`config.mk`:
```
export PLATFORM = sky130hd
export DESIGN_NAME = uart_tx_framed
export DESIGN_NICKNAME = d
export VERILOG_FILES = /design/src/rtl/uart_pkg.sv /design/src/rtl/uart_fifo.sv /design/src/rtl/uart_tx_framed.sv
export SDC_FILE = /design/constraint.sdc
export NUM_CORES = 1
export LEC_CHECK = 0
export ABC_CLOCK_PERIOD_IN_PS = 3900
export BUFFER_PORTS_ARGS = -buffer_cell sky130_fd_sc_hd__buf_2
export CORE_ASPECT_RATIO = 0.9
export CORE_MARGIN = 2
export CORE_UTILIZATION = 40
export DETAILED_ROUTE_END_ITERATION = 7
export HOLD_SLACK_MARGIN = 0.08
export PLACE_DENSITY_LB_ADDON = 0.12
export SYNTH_ARGS = -nofsm -noshare
export SYNTH_HDL_FRONTEND = slang
export SYNTH_SLANG_ARGS = --single-unit
```
`constraint.sdc`:
```
create_clock -name sysclk_in -period 3.9 [get_ports sysclk_in]
set_input_delay 0.975 -clock sysclk_in [delete_from_list [all_inputs] [get_ports sysclk_in]]
set_output_delay 0.975 -clock sysclk_in [all_outputs]
set_load 0.01 [all_outputs]
```
`src/rtl/uart_pkg.sv`:
```
// Shared definitions for the framed UART transmitter: FSM state encodings,
// parity-mode codes and the parity helper.
package uart_pkg;

    typedef enum logic [2:0] {
        ST_IDLE   = 3'd0,
        ST_START  = 3'd1,
        ST_DATA   = 3'd2,
        ST_PARITY = 3'd3,
        ST_STOP   = 3'd4
    } tx_state_t;

    localparam logic [1:0] PAR_NONE = 2'b00;
    localparam logic [1:0] PAR_EVEN = 2'b01;
    localparam logic [1:0] PAR_ODD  = 2'b10;

    // Data is zero-extended to 9 bits, so unused upper bits do not disturb the XOR.
    function automatic logic calc_parity(input logic [8:0] data, input logic odd);
        return (^data) ^ odd;
    endfunction

endpackage

```
`src/rtl/uart_fifo.sv`:
```
// Show-ahead transmit FIFO: the head word is always visible on rd_data,
// and the count, full and empty flags are all held in registers.
module uart_fifo #(
    parameter int WIDTH = 8,
    parameter int DEPTH = 4
) (
    input  logic                     sysclk_in,
    input  logic                     nrst_in,
    input  logic                     wr_en,
    input  logic [WIDTH-1:0]         wr_data,
    input  logic                     pop,
    output logic [WIDTH-1:0]         rd_data,
    output logic                     full,
    output logic                     empty,
    output logic [$clog2(DEPTH):0]   count
);

    localparam int PTR_W = $clog2(DEPTH);
    localparam int CNT_W = PTR_W + 1;

    logic [WIDTH-1:0] mem_r [DEPTH];
    logic [PTR_W-1:0] wr_ptr_r;
    logic [PTR_W-1:0] rd_ptr_r;
    logic [CNT_W-1:0] count_r;
    logic [CNT_W-1:0] count_nxt_s;
    logic             full_r;
    logic             empty_r;
    logic             wr_acc_s;
    logic             pop_acc_s;

    assign wr_acc_s  = wr_en && !full_r;
    assign pop_acc_s = pop && !empty_r;

    // Next occupancy; a simultaneous write and pop leaves it unchanged.
    always_comb begin
        count_nxt_s = count_r;
        case ({wr_acc_s, pop_acc_s})
            2'b10:   count_nxt_s = count_r + CNT_W'(1);
            2'b01:   count_nxt_s = count_r - CNT_W'(1);
            default: count_nxt_s = count_r;
        endcase
    end

    // Storage array; contents become irrelevant once the pointers are reset.
    always_ff @(posedge sysclk_in) begin
        if (wr_acc_s) begin
            mem_r[wr_ptr_r] <= wr_data;
        end
    end

    // Pointers (power-of-two depth wraps naturally) and status flags.
    always_ff @(posedge sysclk_in or negedge nrst_in) begin
        if (!nrst_in) begin
            wr_ptr_r <= {PTR_W{1'b0}};
            rd_ptr_r <= {PTR_W{1'b0}};
            count_r  <= {CNT_W{1'b0}};
            full_r   <= 1'b0;
            empty_r  <= 1'b1;
        end else begin
            if (wr_acc_s) begin
                wr_ptr_r <= wr_ptr_r + PTR_W'(1);
            end
            if (pop_acc_s) begin
                rd_ptr_r <= rd_ptr_r + PTR_W'(1);
            end
            count_r <= count_nxt_s;
            full_r  <= (count_nxt_s == CNT_W'(DEPTH));
            empty_r <= (count_nxt_s == {CNT_W{1'b0}});
        end
    end

    assign rd_data = mem_r[rd_ptr_r];
    assign full    = full_r;
    assign empty   = empty_r;
    assign count   = count_r;

endmodule

```
`src/rtl/uart_tx_framed.sv`:
```
// UART transmitter with a write FIFO, optional even/odd parity and one or two
// stop bits; each bit spans OVERSAMPLING baud strobes.
module uart_tx_framed
    import uart_pkg::*;
#(
    parameter int OVERSAMPLING = 8,
    parameter int DATA_BITS    = 8,
    parameter int FIFO_DEPTH   = 4
) (
    input  logic                          sysclk_in,
    input  logic                          nrst_in,
    input  logic                          baudpulse_in,
    input  logic                          tx_valid_in,
    input  logic [DATA_BITS-1:0]          tx_data_in,
    input  logic [1:0]                    parity_mode_in,
    input  logic                          stop2_in,
    output logic                          tx_ready_out,
    output logic                          tx_serial_out,
    output logic                          tx_busy_out,
    output logic                          tx_done_out,
    output logic [$clog2(FIFO_DEPTH):0]   fifo_count_out
);

    localparam int TICK_W = $clog2(OVERSAMPLING);
    localparam int BIT_W  = $clog2(DATA_BITS);
    localparam logic [TICK_W-1:0] TICK_LAST = TICK_W'(OVERSAMPLING - 1);
    localparam logic [BIT_W-1:0]  BIT_LAST  = BIT_W'(DATA_BITS - 1);

    tx_state_t              state_r;
    logic [TICK_W-1:0]      tick_r;
    logic [BIT_W-1:0]       bit_r;
    logic [DATA_BITS-1:0]   shift_r;
    logic                   par_en_r;
    logic                   par_bit_r;
    logic                   stop2_r;
    logic                   serial_r;
    logic                   busy_r;
    logic                   done_r;

    logic [DATA_BITS-1:0]   fifo_rd_s;
    logic                   fifo_full_s;
    logic                   fifo_empty_s;
    logic                   pop_s;
    logic                   bit_end_s;
    logic                   last_stop_s;

    uart_fifo #(
        .WIDTH (DATA_BITS),
        .DEPTH (FIFO_DEPTH)
    ) u_fifo (
        .sysclk_in (sysclk_in),
        .nrst_in   (nrst_in),
        .wr_en     (tx_valid_in),
        .wr_data   (tx_data_in),
        .pop       (pop_s),
        .rd_data   (fifo_rd_s),
        .full      (fifo_full_s),
        .empty     (fifo_empty_s),
        .count     (fifo_count_out)
    );

    // Bit-boundary detection and FIFO pop decision (from IDLE, or chained after the last stop bit).
    always_comb begin
        bit_end_s   = baudpulse_in && (tick_r == TICK_LAST);
        last_stop_s = !stop2_r || (bit_r == BIT_W'(1));
        pop_s       = 1'b0;
        if (!fifo_empty_s) begin
            if (state_r == ST_IDLE) begin
                pop_s = baudpulse_in;
            end else if (state_r == ST_STOP) begin
                pop_s = bit_end_s && last_stop_s;
            end else begin
                pop_s = 1'b0;
            end
        end else begin
            pop_s = 1'b0;
        end
    end

    // Frame FSM with registered line, busy and done outputs.
    always_ff @(posedge sysclk_in or negedge nrst_in) begin
        if (!nrst_in) begin
            state_r   <= ST_IDLE;
            tick_r    <= {TICK_W{1'b0}};
            bit_r     <= {BIT_W{1'b0}};
            shift_r   <= {DATA_BITS{1'b0}};
            par_en_r  <= 1'b0;
            par_bit_r <= 1'b0;
            stop2_r   <= 1'b0;
            serial_r  <= 1'b1;
            busy_r    <= 1'b0;
            done_r    <= 1'b0;
        end else begin
            done_r <= (state_r == ST_STOP) && bit_end_s && last_stop_s;
            if (pop_s) begin
                // Frame settings are captured here and held until the frame ends.
                shift_r   <= fifo_rd_s;
                par_en_r  <= (parity_mode_in == PAR_EVEN) || (parity_mode_in == PAR_ODD);
                par_bit_r <= calc_parity(9'(fifo_rd_s), parity_mode_in == PAR_ODD);
                stop2_r   <= stop2_in;
                serial_r  <= 1'b0;
                busy_r    <= 1'b1;
                tick_r    <= {TICK_W{1'b0}};
                bit_r     <= {BIT_W{1'b0}};
                state_r   <= ST_START;
            end else begin
                if (baudpulse_in && (state_r != ST_IDLE)) begin
                    tick_r <= bit_end_s ? {TICK_W{1'b0}} : tick_r + TICK_W'(1);
                end
                case (state_r)
                    ST_IDLE: begin
                        serial_r <= 1'b1;
                        busy_r   <= 1'b0;
                    end
                    ST_START: begin
                        if (bit_end_s) begin
                            serial_r <= shift_r[0];
                            bit_r    <= {BIT_W{1'b0}};
                            state_r  <= ST_DATA;
                        end
                    end
                    ST_DATA: begin
                        if (bit_end_s) begin
                            if (bit_r == BIT_LAST) begin
                                bit_r <= {BIT_W{1'b0}};
                                if (par_en_r) begin
                                    serial_r <= par_bit_r;
                                    state_r  <= ST_PARITY;
                                end else begin
                                    serial_r <= 1'b1;
                                    state_r  <= ST_STOP;
                                end
                            end else begin
                                bit_r    <= bit_r + BIT_W'(1);
                                shift_r  <= shift_r >> 1;
                                serial_r <= shift_r[1];
                            end
                        end
                    end
                    ST_PARITY: begin
                        if (bit_end_s) begin
                            serial_r <= 1'b1;
                            state_r  <= ST_STOP;
                        end
                    end
                    ST_STOP: begin
                        if (bit_end_s) begin
                            if (last_stop_s) begin
                                serial_r <= 1'b1;
                                busy_r   <= 1'b0;
                                bit_r    <= {BIT_W{1'b0}};
                                state_r  <= ST_IDLE;
                            end else begin
                                bit_r <= bit_r + BIT_W'(1);
                            end
                        end
                    end
                    default: begin
                        serial_r <= 1'b1;
                        busy_r   <= 1'b0;
                        state_r  <= ST_IDLE;
                    end
                endcase
            end
        end
    end

    assign tx_ready_out  = !fifo_full_s;
    assign tx_serial_out = serial_r;
    assign tx_busy_out   = busy_r;
    assign tx_done_out   = done_r;

endmodule

```
==> results.json <==
{
  "synth_edf_count": 32,
  "hp-start": "tx_busy_out",
  "synth_seq_cells": 64,
  "dpl_cell_area_um2": 3110,
  "cts_hold_buf": 0,
  "synth.most_common_cell": "edfxtp_1",
  "internal-power_mw": 1.64,
  "min_path_type": "reg -> reg",
  "p_switching_mw": 0.795,
  "grt_use_met2_pct": 19.0,
  "ff2ff_path_depth": 10,
  "synth.area.top_cells": "edfxtp_1, dfrtp_1, ha_1",
  "synth.top_cell.area_share_pct": 32.8,
  "avgSynthCellArea_um2": 13.5,
  "power.share.combinational_pct": 33.4,
  "regToRegStartpoint": "bit_r[1]",
  "rsz0062_at_grt": "false",
  "worstHoldEndpoint": "tx_busy_out",
  "wl_per_cell_um": 14.1,
  "cp_max_fo": 8,
  "maxSlewViolCount": 0,
  "grt_start_max_net_pins": 33,
  "syn_area_um2": 2930,
  "drt_iter0_drc": 49,
  "finalPower_mw": 2.43,
  "ys.warnings.count": 0,
  "via_per_inst": 4.80,
  "grt_util_all_layers_pct": 13.7,
  "async_reset_ff_share_pct": 50.0,
  "root_buffer": "clkbuf_8",
  "drt-total-wl_um": 4760,
  "start_util_pct": 41.3,
  "synth-main-ff-cell": "edfxtp_1",
  "antenna_found_initial": 0,
  "clkLatencyLatePin_ps": 330,
  "relSlewSlack_pct": 50.4,
  "routabilityCongestion": 0.713,
  "switching_share_pct": 32.7,
  "die_w_um": 94.1,
  "instances_no_fill": 338,
  "drc": 0,
  "synth_seq_area_share_pct": 60.3,
  "path_class": "in -> reg",
  "post_cts_resized": 0,
  "setup_viol": 0,
  "use_met3_pct": 4.26,
  "die_area_um2": 8010,
  "yosys.area.top_type": "edfxtp_1",
  "diodes": 0,
  "final-seq-area_um2": 1760,
  "busiest_layer": "met1",
  "vdd_drop_max_mv": 0.319,
  "post_cts_buffers": 0,
  "grt_pass1_wl_um": 8290,
  "worstHoldPathCells": 1,
  "io_buffers": 21,
  "cts_buffers": 9,
  "start_kind": "input pin",
  "p_leak_nw": 1.33,
  "fmax_ghz": 0.380,
  "cp.arrival_ps": 2900,
  "final_nets": 268,
  "use_met1_pct": 20.2,
  "fin_skew_ps": 4.71,
  "finish.instance_area_um2": 3300,
  "drive_gt1_share_pct": 20.4,
  "ant_nets": 0,
  "vias": 1621,
  "worst_pin_slew_ps": 744,
  "clk_pin_slew_worst_paths_ps": 70,
  "ys_types": 36,
  "post-route-util_pct": 46.6,
  "clock-sinks": 64,
  "clockBufferDepth": 2,
  "ys_top_cells_by_count": "edfxtp_1, dfrtp_1, nand2_1, o21ai_0",
  "num_io_pins": 22,
  "tns_ps": 0,
  "area_growth_pct": 12.8,
  "required_ps": 4160,
  "firstDrtPassIters": 4,
  "syn_inst": 217,
  "dp_hpwl_um": 3290,
  "cts_max_level": 3,
  "grt-ovfl-total": 0,
  "multi_input_area_um2": 1080,
  "rrSetupSlack_ps": 1310,
  "maxCapViolCount": 0,
  "power_density_nw_per_um2": 737,
  "cts_tree": "yes",
  "fill_cells": 640,
  "synthesis.nets": 244,
  "design.core.area_um2": 7080,
  "row_count": 29,
  "outcome": "complete, no violations",
  "pwr-share-seq_pct": 44.6,
  "grt_pass1_vias": 1676,
  "finalCritPeriodShare_pct": 67.5,
  "endpoint_kind": "flop",
  "min_period_ps": 2630,
  "worstReg2RegEnd": "u_fifo.full",
  "die_y_um": 85.1,
  "dp_cells": 323,
  "final_hold_viol_count": 0,
  "pwr-share-clk_pct": 22.0
}
==> flip-flops by register name (all words and copies together), names as in the netlist, 2 cells and up <==
name	count
u_fifo.mem_r	32
shift_r	8
bit_r	3
state_r	3
tick_r	3
u_fifo.count	3
u_fifo.rd_ptr_r	2
u_fifo.wr_ptr_r	2
==> cells by family after synthesis <==
kind of cell | share of synthesized area (%)
flops | 60.3
simple gates | 9.41
compound gates | 5.82
fa+ha+maj | 5.39
buf+inv | 2.91
mux | 11.2
xor+xnor | 4.92
==> worst max path at each step <==
stage | from | to | slack [ps] | cells past startpoint
6_report | tx_valid_in | u_fifo.full | 1270 | 8
5_1_grt | tx_valid_in | u_fifo.full | 1060 | 8
4_1_cts | tx_valid_in | u_fifo.full | 1250 | 8
3_5_place_dp | tx_valid_in | u_fifo.full | 890 | 8
3_3_place_gp | tx_valid_in | u_fifo.full | 950 | 8
2_1_floorplan | baudpulse_in | u_fifo.full | 1000 | 8
==> metrics by stage <==
stage	hold WS (ps)	worst slack, ps
floorplan	482	1000
global placement	456	952
detailed placement	478	894
CTS	495	1250
global route	521	1060
finish	486	1270
==> cell type report <==
| cell class | count | share of cell area, % |
|---|---|---|
| sequential | 64 | 53.5 |
| multi-input combinational | 133 | 32.7 |
| clock buffer | 9 | 3.75 |
| tap | 93 | 3.53 |
| timing repair buffer | 22 | 3.41 |
| clock inverter | 6 | 1.86 |
| inverter | 11 | 1.25 |
==> power by group through the flow <==
| stage | sequential (mW) | combinational (mW) | clock, mW |
|---|---|---|---|
| floorplan | 1.02 | 0.719 | 0 |
| global placement | 1.10 | 0.825 | 0 |
| detailed placement | 1.11 | 0.829 | 0 |
| CTS | 1.09 | 0.833 | 0.548 |
| global route | 1.12 | 0.921 | 0.587 |
| finish | 1.08 | 0.813 | 0.535 |
==> metal layers <==
metal | routed length [um] | share of wire, % | vias up
met3 | 173 | 3.6 | 7
met5 | 0 | 0 | -
met1 | 2490 | 52 | 767
met2 | 2040 | 43 | 27
met4 | 66 | 1.4 | 0
li1 | - | - | 820
==> critical path: stages <==
cell and delay, ps:
buf_2 70, nor2b_1 400, inv_1 90, ha_1 250
fa_1 420, mux2_2 270, or2_2 310, nor2b_1 110
==> placed cells by master (no fill, tap or decap), types with 2 or more instances in the layout <==
cell type and count:
edfxtp_1 32, dfrtp_1 30, buf_2 21, nand2_1 19, o21ai_0 17, inv_1 11, nor2_1 11, ha_1 11
mux2i_1 10, xnor2_1 9, clkbuf_8 9, a21oi_1 6, and2_1 5, nor3_1 5, nand2b_1 4, mux4_1 4
mux4_2 4, mux2_2 3, nor2b_1 3, xor2_1 3, clkinvlp_4 3, or2_2 2, a21o_1 2, or3_1 2
a31oi_1 2, dfstp_2 2
No activity file was read; power rests on OpenSTA's default activity.
